--- config.mk ---
export PLATFORM = sky130hd
export DESIGN_NAME = imem_loader
export DESIGN_NICKNAME = d
export VERILOG_FILES = /design/src/rtl/imem_loader.sv
export SDC_FILE = /design/constraint.sdc
export NUM_CORES = 1
export LEC_CHECK = 0
export CORE_UTILIZATION = 50
export DETAILED_ROUTE_END_ITERATION = 8
export GPL_TIMING_DRIVEN = 0
export PLACE_DENSITY = 0.76
export SYNTH_ARGS = -nofsm -noshare
export SYNTH_HDL_FRONTEND = slang
export SYNTH_SLANG_ARGS = --single-unit
--- constraint.sdc ---
create_clock -name clk -period 2.46 [get_ports clk]
set_input_delay 0.492 -clock clk [delete_from_list [all_inputs] [get_ports clk]]
set_output_delay 0.492 -clock clk [all_outputs]
set_load 0.005 [all_outputs]
--- src/rtl/imem_loader.sv ---
// Boot-time instruction-memory loader: accepts a framed little-endian byte stream,
// writes 16-bit words sequentially from BASE, verifies a checksum and gates cpu_hold.
module imem_loader #(
    parameter int W      = 16,
    parameter int ADDR_W = 20,
    parameter int BASE   = 0
) (
    input  logic              clk,
    input  logic              rst,
    input  logic [7:0]        s_data,
    input  logic              s_valid,
    output logic              s_ready,
    output logic              imem_we,
    output logic [ADDR_W-1:0] imem_addr,
    output logic [W-1:0]      imem_wdata,
    output logic              cpu_hold,
    output logic              done,
    output logic              err
);

    typedef enum logic [3:0] {
        BOOT, LEN_LO, LEN_HI, DATA_LO, DATA_HI, WRITE, CK_LO, CK_HI, DONE, ERR
    } state_t;

    // Length limit compared at a width wide enough for both N and 2^ADDR_W
    localparam int LW = (ADDR_W + 1 > 17) ? ADDR_W + 1 : 17;
    localparam logic [LW-1:0] LIMIT = LW'((64'd1 << ADDR_W) - 64'(BASE));

    state_t      state, state_n;
    logic [15:0] len;
    logic [15:0] sum;
    logic [15:0] index;
    logic [7:0]  lo;
    logic        accept;
    logic [15:0] len_full;
    logic [15:0] word;

    assign s_ready  = (state == LEN_LO) || (state == LEN_HI) || (state == DATA_LO) ||
                      (state == DATA_HI) || (state == CK_LO) || (state == CK_HI);
    assign accept   = s_valid && s_ready;
    assign len_full = {s_data, len[7:0]};
    assign word     = {s_data, lo};

    always_ff @(posedge clk or negedge rst) begin
        if (!rst) state <= BOOT;
        else      state <= state_n;
    end

    always_comb begin
        state_n  = state;
        imem_we  = 1'b0;
        cpu_hold = 1'b1;
        done     = 1'b0;
        err      = 1'b0;
        case (state)
            BOOT:    state_n = LEN_LO;
            LEN_LO:  if (accept) state_n = LEN_HI;
            LEN_HI: begin
                if (accept) begin
                    if (LW'(len_full) > LIMIT) state_n = ERR;
                    else if (len_full == 16'd0) state_n = CK_LO;
                    else                        state_n = DATA_LO;
                end
            end
            DATA_LO: if (accept) state_n = DATA_HI;
            DATA_HI: if (accept) state_n = WRITE;
            WRITE: begin
                imem_we = 1'b1;
                state_n = (index + 16'd1 == len) ? CK_LO : DATA_LO;
            end
            CK_LO:   if (accept) state_n = CK_HI;
            CK_HI:   if (accept) state_n = (word == sum) ? DONE : ERR;
            DONE: begin
                cpu_hold = 1'b0;
                done     = 1'b1;
            end
            ERR:     err = 1'b1;
            default: state_n = BOOT;
        endcase
    end

    always_ff @(posedge clk or negedge rst) begin
        if (!rst) begin
            len        <= '0;
            sum        <= '0;
            index      <= '0;
            lo         <= '0;
            imem_addr  <= '0;
            imem_wdata <= '0;
        end else begin
            case (state)
                BOOT: begin
                    sum   <= '0;
                    index <= '0;
                end
                LEN_LO:  if (accept) len[7:0] <= s_data;
                LEN_HI:  if (accept) len[15:8] <= s_data;
                DATA_LO: if (accept) lo <= s_data;
                DATA_HI: begin
                    if (accept) begin
                        imem_wdata <= W'(word);
                        sum        <= sum + word;
                        imem_addr  <= ADDR_W'(BASE) + ADDR_W'(index);
                    end
                end
                WRITE:   index <= index + 16'd1;
                CK_LO:   if (accept) lo <= s_data;
                default: ;
            endcase
        end
    end

endmodule

# After elaboration in Yosys (flattened, before gate mapping)

Index checks and enable logic that the tools add are counted.

Add/subtract/negate cells: 2
Magnitude comparators: 1
Equality and inequality tests: 17
Muxes and demuxes: 18
Bitwise logic cells: 1
Reduce and logical (&&, ||, !) cells: 18

Operator list:

| kind                                                 | count |
|---|---|
| case mux 16 bit (2 select lines)                     | 2 |
| case mux 4 bit (9 select lines)                      | 1 |
| == test 16 bit                                       | 2 |
| two-way mux 4 bit                                    | 7 |
| > comparator 16 x 21 -> 1 bit, second input constant | 1 |
| adder 16 x 1 -> 16 bit, second input constant        | 1 |
| adder 16 bit                                         | 1 |
| == test 4 x 3 -> 1 bit, second input constant        | 4 |
| logical NOT 16 bit                                   | 1 |
| two-way mux 16 bit                                   | 1 |
| != test 2 bit, second input constant                 | 6 |
| AND reduction 2 bit                                  | 5 |
| == test 4 x 2 -> 1 bit, second input constant        | 2 |
| == test 4 bit, second input constant                 | 2 |
| AND reduction 7 bit                                  | 1 |
| two-way mux 3 bit                                    | 2 |
| logical OR 1 bit                                     | 5 |
| two-way mux 1 bit                                    | 5 |
| == test 4 x 1 -> 1 bit, second input constant        | 1 |
| logical NOT 4 bit                                    | 1 |
| nonzero test 2 bit                                   | 2 |
| OR reduction 2 bit                                   | 2 |
| logical AND 1 bit                                    | 1 |
| inverter 1 bit                                       | 1 |

Bits in registers: 92
Input bits: 11
Output and inout bits: 41
Logic and storage cells: 65

# Depth between registers and ports, before layout

Gate-level depths: netlist of run 1.

Word-level depth: 9
Gate-level depth with buffers: 10
Depth with buffers taken out: 10

# Worst setup path after synthesis of run 1

Ideal clock, no wire load.

Path type: register -> register
From: register sum[0]
To: register sum[14]
Setup time: 0.130 ns
Arrival time: 2.264 ns
Data required time: 2.330 ns
Slack: 0.066 ns
Stages on the path, launching flop included: 11
Path buffers: 0
Clock period less this slack: 2.394 ns
Cell sequence: dfrtp_1 ha_1 fa_1 a21o_1 a21oi_1 o21ai_1 a211oi_2 o21ai_0 a31oi_1 xor2_1 o21ai_1

Cells in the longest elaborated chain, start to end: 3

Ends and longest elaborated chain:

| item                             | RTL line | RTL |
|---|---|---|
| start: declaration               | 31       | `logic [15:0] sum;` |
| start signal: assignment         | 102      | `sum <= sum + word;` |
| adder 16 bit                     | 102      |  |
| two-way mux 16 bit               | 100      | `if (accept) begin` |
| case mux 16 bit (2 select lines) | 91       | `case (state)` |

Every way passes these cells. The select of a mux whose other input is x is not followed.
A chain may end at the register's enable or synchronous reset.

# Worst setup path in the final report of run 1

From: register lo[0]
To: register sum[14]

Cells in the longest elaborated chain, start to end: 3

Ends and longest elaborated chain:

| item                             | RTL line | RTL |
|---|---|---|
| start: declaration               | 33       | `logic [7:0] lo;` |
| start signal: assignment         | 98       | `DATA_LO: if (accept) lo <= s_data;` |
| start signal: assignment         | 107      | `CK_LO: if (accept) lo <= s_data;` |
| adder 16 bit                     | 102      |  |
| two-way mux 16 bit               | 100      |  |
| case mux 16 bit (2 select lines) | 91       |  |

Every way passes these cells. The select of a mux whose other input is x is not followed.

==> results.cfg, run 1 <==
[layout]
syn_to_final_growth_pct = 20.2
final_layout_size_suffix_gt1_share_pct = 15.2
utilization_pct = 62.8
design_area_sq_um = 6190
fin_cells = 771
final_nets = 661
final_common_cell = nand2_1
antennaDiodeCount = 0
final_cell_mix = nand2_1, dfrtp_1, o21ai_0, clkdlybuf4s50_1, nor2_1

[route]
initialDrtViolationCount = 186
via_per_inst = 5.63
route.vias.total = 4343
drtAntennaViolNets = 0
wl_per_cell_um = 16.0
drt_wl_total_um = 12300
firstDrtPassIters = 5
drc = 0

[placed_design]
globalplace.congestion = 0.897
portBuffers = 46
post-place-ws_ns = -0.722
dpl.hpwl_um = 8740
placed_area_sq_um = 5820
placedCellCount = 751

[power]
share_comb_of_total_power_pct = 4.1
p_leak_nw = 2.92
power_density_nw_per_um2 = 425
power.switching_mw = 0.635
vdd_drop_max_uv = 268
p_clk_share_pct = 38.6
total_power_mw = 2.63
swShare_pct = 24.1
p_seq_share_pct = 57.4
intPower_mw = 2.00

[yosys]
syn_area_sq_um = 5150
synth_seq_cells = 92
postSynthAreaPerCell_sq_um = 9.07
synth_edf_count = 0
ys_async_sr_fraction_pct = 100
synthFlopType = dfrtp_1
synth_cells = 568
ys_seq_area_share_pct = 44.7
ys_warn_count = 0
yosysUniqueCellTypes = 58

[critical_path]
slowest_stage = dfrtp_1
cp-startpoint = lo[0]$_DFFE_PN0P_
critPathArrivalTime_ns = 2.59
max_stage_delay_ns = 0.43
cp-start-kind = flip-flop
cp.buffers_inverters = 0
r2r_end = sum[14]$_DFFE_PN0P_
rrSetupSlack_ns = 0.1
crit_end = sum[14]$_DFFE_PN0P_
setup.worst_path.class = reg2reg
crit_top_cell = o21ai_1
crit_path_cell_trace = ha_4 > fa_2 > a21o_1 > a21oi_2 > o21ai_2 > a211oi_2 > o21ai_1 > a31oi_1 > xor2_1 > o21ai_1
endpoint_kind = flip-flop
r2r_start = lo[0]$_DFFE_PN0P_
rr_worst_depth = 10
cp_top_family = compound AO/OA/AOI/OAI gates
crit_cells = 10
crit_path_max_fanout = 3
worstPathRequired_ns = 2.69

[clock_network]
numCtsBuffers = 9
hold_buffers = 0
htree_levels = 3
insertion_delay_ns = 0.36
cts.sinks = 92
clk_pin_slew_ns = 0.10
cts_tree = yes
clockBufferDepth = 2
cts-root-buf = clkbuf_8

[timing]
fin_crit_ns = 2.36
final-setup-viol-count = 0
hold_viol_final = 0
fin_crit_sh_pct = 96.1
fmaxAchievable_ghz = 0.423
setup_slack_ns = 0.0968
skew_ns = 0.00868
drv_slew = 0
final.setup.tns_ns = 0
relSlewSlack_pct = 56.1
hold_slack_ns = 0.0150
worst_slew_pin_slew_ns = 0.654
rsz0062_at_grt = yes

[floorplanning]
start_util_pct = 52.2
die_area_sq_um = 10700
die_w_um = 104
core-area_sq_um = 9860
placementRows = 36
die_h_um = 104
num_io_pins = 52

[global_route]
grt_overflow = 0
gr-usage-met1_pct = 30.2
track_usage_pct = 23.3
busiest_layer = met2
antenna_found_initial = 0
grt_pass1_wl_um = 19900
use_met3_pct = 4.15
grt_max_degree = 70
use_met2_pct = 38.8
first_global_vias = 4104

[status]
status = completed

[worst_hold_path]
worstHoldPathType = in2async

[flow_run]
drv_cap = 0
## kinds of logic (layout without fill, tap and decap cells)
family	count (synthesis)	in the layout	share of synthesized area [%]
other cells	1	4	0.0728
buf+inv	44	111	3.84
xor+xnor	33	33	5.61
flops	92	92	44.7
fa+ha+maj	17	17	4.27
mux	28	28	6.00
compound gates	125	125	15.0
simple gates	228	228	20.5
## worst min path at each step
stage | cells past startpoint | to | start | slack [ns]
2_1_floorplan | 0 | imem_addr[0]$_DFFE_PN0P_ | rst | 0.20
3_3_place_gp | 2 | imem_addr[9]$_DFFE_PN0P_ | imem_addr[9]$_DFFE_PN0P_ | 0.46
3_5_place_dp | 1 | imem_addr[2]$_DFFE_PN0P_ | rst | 0.42
4_1_cts | 1 | imem_addr[8]$_DFFE_PN0P_ | rst | 0.02
5_1_grt | 1 | imem_addr[8]$_DFFE_PN0P_ | rst | 0.03
6_report | 1 | index[4]$_DFFE_PN0P_ | rst | 0.01
## layer usage
metal  up-vias  share of wire [%]
met5         -                  0
met4         0                2.0
met3        25                4.7
met2       124                 49
met1      2099                 45
li1       2095                  -
## registers in the layout, summed over array words and instances, names as in the netlist
register    flops
imem_addr      16
lo              8
len            16
state           4
imem_wdata     16
sum            16
index          16
## final cells by class
cell class,instances,area (sq um)
clock inverter,4,32.5
multi-input combinational,435,2770
inverter,10,41.3
sequential,92,2310
buffer,31,161
timing repair buffer,54,548
fill,833,3670
tap,133,166
clock buffer,12,165
## what timing repair did
item,4_1_cts,5_1_grt
setup endpoints to repair,12,8
gates resized for setup,16,29
hold endpoints to repair,0,0
pin swaps,4,8
setup buffers,4,3
## power groups by stage
| stage | Sequential [mW] | Combinational [mW] | Clock [mW] |
|---|---|---|---|
| finish | 1.51 | 0.107 | 1.02 |
| global route | 1.51 | 0.120 | 1.10 |
| CTS | 1.51 | 0.107 | 1.03 |
| detailed placement | 1.54 | 0.107 | 0 |
| global placement | 1.54 | 0.100 | 0 |
| floorplan | 1.54 | 0.0341 | 0 |
## cells in the mapped netlist (2+ instances only)
| master | number | area share [%] |
|---|---|---|
| buf_4 | 7 | 1.0 |
| nor2_1 | 30 | 2.2 |
| a22o_1 | 3 | 0.51 |
| nand4_1 | 7 | 0.85 |
| nor4_1 | 10 | 1.2 |
| o21bai_1 | 5 | 0.73 |
| mux2i_1 | 5 | 0.97 |
| nand3_1 | 8 | 0.78 |
| nand2b_1 | 2 | 0.24 |
| mux2_2 | 22 | 4.8 |
| dfrtp_1 | 92 | 45 |
| a211oi_1 | 2 | 0.29 |
| nand3_2 | 2 | 0.39 |
| buf_2 | 5 | 0.49 |
| o221ai_1 | 2 | 0.34 |
| nor3_1 | 9 | 0.87 |
| o22ai_1 | 2 | 0.24 |
| xor2_1 | 12 | 2.0 |
| xnor2_1 | 21 | 3.6 |
| o31ai_1 | 11 | 1.6 |
| inv_1 | 10 | 0.73 |
| a211oi_2 | 2 | 0.49 |
| a21oi_1 | 27 | 2.6 |
| clkbuf_1 | 21 | 1.5 |
| and3_1 | 5 | 0.61 |
| o21ai_0 | 45 | 4.4 |
| nor3b_1 | 4 | 0.58 |
| nor2b_1 | 5 | 0.61 |
| nand2_1 | 132 | 9.6 |
| and4_1 | 2 | 0.34 |
| a21o_1 | 8 | 1.2 |
| o21ai_1 | 5 | 0.49 |
| ha_1 | 16 | 3.9 |
| a31oi_1 | 4 | 0.49 |
| or3_1 | 2 | 0.24 |
## worst reg2reg max path: cells and delay by family (launching register included)
| family | cells | cell delay [ns] |
|---|---|---|
| AOI/OAI and AO/OA | 7 | 1.11 |
| adders and majority gates | 2 | 0.55 |
| DFF | 1 | 0.43 |
| xor gates and xnor gates | 1 | 0.16 |
Note: power is estimated with default switching activity, not from simulation.
==> run 2, diff against run 1 <==
- CORE_MARGIN: not set -> 2
- SLEW_MARGIN: not set -> 40
==> run 2 against run 1 <==
Setup slack worse by 0.076 ns. Critical path type is now in2reg. Clock-buffer cell count is 2 lower. Sequential power barely moved. Power up 2.1%.
==> results.cfg, run 2 (same netlist as run 1, synthesis figures left out) <==
[timing]
hold_viol_final = 0
fin_crit_ns = 2.44
worst_slew_pin_slew_ns = 0.676
skew_ns = 0.0138
final-setup-viol-count = 0
fmaxAchievable_ghz = 0.410
relSlewSlack_pct = 54.7
rsz0062_at_grt = yes
fin_crit_sh_pct = 99.2
drv_slew = 0

[global_route]
grt_overflow = 0
track_usage_pct = 23.2
antenna_found_initial = 0
grt_max_degree = 62
use_met2_pct = 39.2
busiest_layer = met2
grt_pass1_wl_um = 20600
first_global_vias = 4175
use_met3_pct = 3.96
gr-usage-met1_pct = 30.6

[layout]
seq_area_sq_um = 2310
design_area_sq_um = 6220
final_layout_size_suffix_gt1_share_pct = 15.1
final_cell_mix = nand2_1, dfrtp_1, o21ai_0, clkdlybuf4s50_1, nor2_1
fillCellCount = 887
final_nets = 664
antennaDiodeCount = 0
final_common_cell = nand2_1
multiInputGateArea_sq_um = 2750
syn_to_final_growth_pct = 20.7

[floorplanning]
die_area_sq_um = 11100
num_io_pins = 52
placementRows = 37
start_util_pct = 50.6
die_h_um = 106
die_w_um = 106
core-area_sq_um = 10200

[critical_path]
worstPathRequired_ns = 2.70
crit_path_max_fanout = 6
crit_top_cell = a21oi_1
crit_path_cell_trace = clkdlybuf4s50_1 > ha_2 > nor4b_2 > nand4_1 > o21ai_0 > a21oi_1 > nand2_1 > o31ai_1 > a21oi_1 > o21ai_1
cp.buffers_inverters = 1
cp_top_family = buffers and inverters
rrSetupSlack_ns = 0.08
critPathArrivalTime_ns = 2.68
r2r_end = sum[14]$_DFFE_PN0P_
slowest_stage = clkdlybuf4s50_1
rr_worst_depth = 10
r2r_start = lo[0]$_DFFE_PN0P_
cp-start-kind = input port
setup.worst_path.class = in2reg
max_stage_delay_ns = 0.69
endpoint_kind = flip-flop

[clock_network]
cts.sinks = 92
insertion_delay_ns = 0.37
htree_levels = 3
clockBufferDepth = 2
cts-root-buf = clkbuf_8
cts_tree = yes
numCtsBuffers = 9
clk_pin_slew_ns = 0.10

[route]
wl_per_cell_um = 16.2
firstDrtPassIters = 5
drtAntennaViolNets = 0
via_per_inst = 5.63
drc = 0
drt_wl_total_um = 12600
initialDrtViolationCount = 190
route.vias.total = 4371

[power]
p_leak_nw = 2.90
vdd_drop_max_uv = 304
total_power_mw = 2.69
power_density_nw_per_um2 = 432

[status]
status = completed

[worst_hold_path]
worstHoldPathType = reg2reg
holdPathStages = 2
hp-start = imem_addr[8]$_DFFE_PN0P_
hold_end = imem_addr[8]$_DFFE_PN0P_

[placed_design]
portBuffers = 46
placed_area_sq_um = 5820
dpl.hpwl_um = 8790
globalplace.congestion = 0.899

[flow_run]
drv_cap = 0
-- run 2: changes by cell type in the layout (fill, tap and decap cells not counted), sizes merged, moves of 2 or more --
cell           before  now
dlymetal6s2s        7    3
inv                 9   11
clkdlybuf4s50      35   40
buf                23   25
clkbuf             30   28
clkinv              2    0
-- run 2: how the worst max path moves through the flow --
stage,startpoint,to,slack (ns),cells past startpoint
2_1_floorplan,sum[0]$_DFFE_PN0P_,sum[14]$_DFFE_PN0P_,0.07,10
3_3_place_gp,rst,imem_wdata[8]$_DFFE_PN0P_,-2.40,1
3_5_place_dp,s_data[0],sum[15]$_DFFE_PN0P_,-0.67,10
4_1_cts,state[1]$_DFFE_PN0P_,done,0.002,4
5_1_grt,s_data[2],state[0]$_DFFE_PN0P_,-0.09,10
6_report,s_data[1],state[0]$_DFFE_PN0P_,0.02,10
-- run 2: worst min-delay path: stages (launching register included) --
cell	delay (ns)
dfrtp_1	0.35
nand2_1	0.05
nand2_1	0.05
-- run 2: stage by stage --
stage	setup WS [ns]	TNS [ns]	hold slack (ns)	instances	utilization, %
finish	0.0207	0	0.479	777	61.1
global route	-0.0914	-0.193	0.508	777	61.1
CTS	0.00185	0	0.485	773	60.0
detailed placement	-0.672	-4.84	0.397	754	57.2
global placement	-2.40	-223.98	0.457	753	56.9
floorplan	0.0660	0	0.196	571	-
-- run 2: cell type report --
class                           instances  area share, %
Tap cell                              136           2.74
Buffer                                 31           2.88
Multi-Input combinational cell        435           44.3
Timing Repair Buffer                   57           9.13
Sequential cell                        92           37.1
Clock inverter                          6           1.17
Clock buffer                           10           2.05
Inverter                               10          0.664
-- run 2: routing by layer --
| layer | share of wire (%) | routed length, um |
|---|---|---|
| met3 | 4.7 | 589 |
| met1 | 43 | 5480 |
| met2 | 50 | 6340 |
| met5 | 0 | 0 |
| met4 | 1.6 | 203 |
-- run 2: timing repair --
| action | CTS | global route |
|---|---|---|
| setup endpoints to repair | 10 | 8 |
| gates resized for setup | 20 | 21 |
| hold endpoints to repair | 10 | 0 |
| hold buffers | 1 | 0 |
| pin swaps | 3 | 13 |
| setup buffers | 4 | 5 |
-- run 2: report_power, final --
group          switching (mW)  leakage [nW]  internal [mW]  total (mW)
Clock                   0.587        0.0910          0.481        1.07
Sequential                  0          1.27           1.51        1.51
Combinational          0.0743          1.54         0.0353       0.110
Total                   0.661          2.90           2.03        2.69
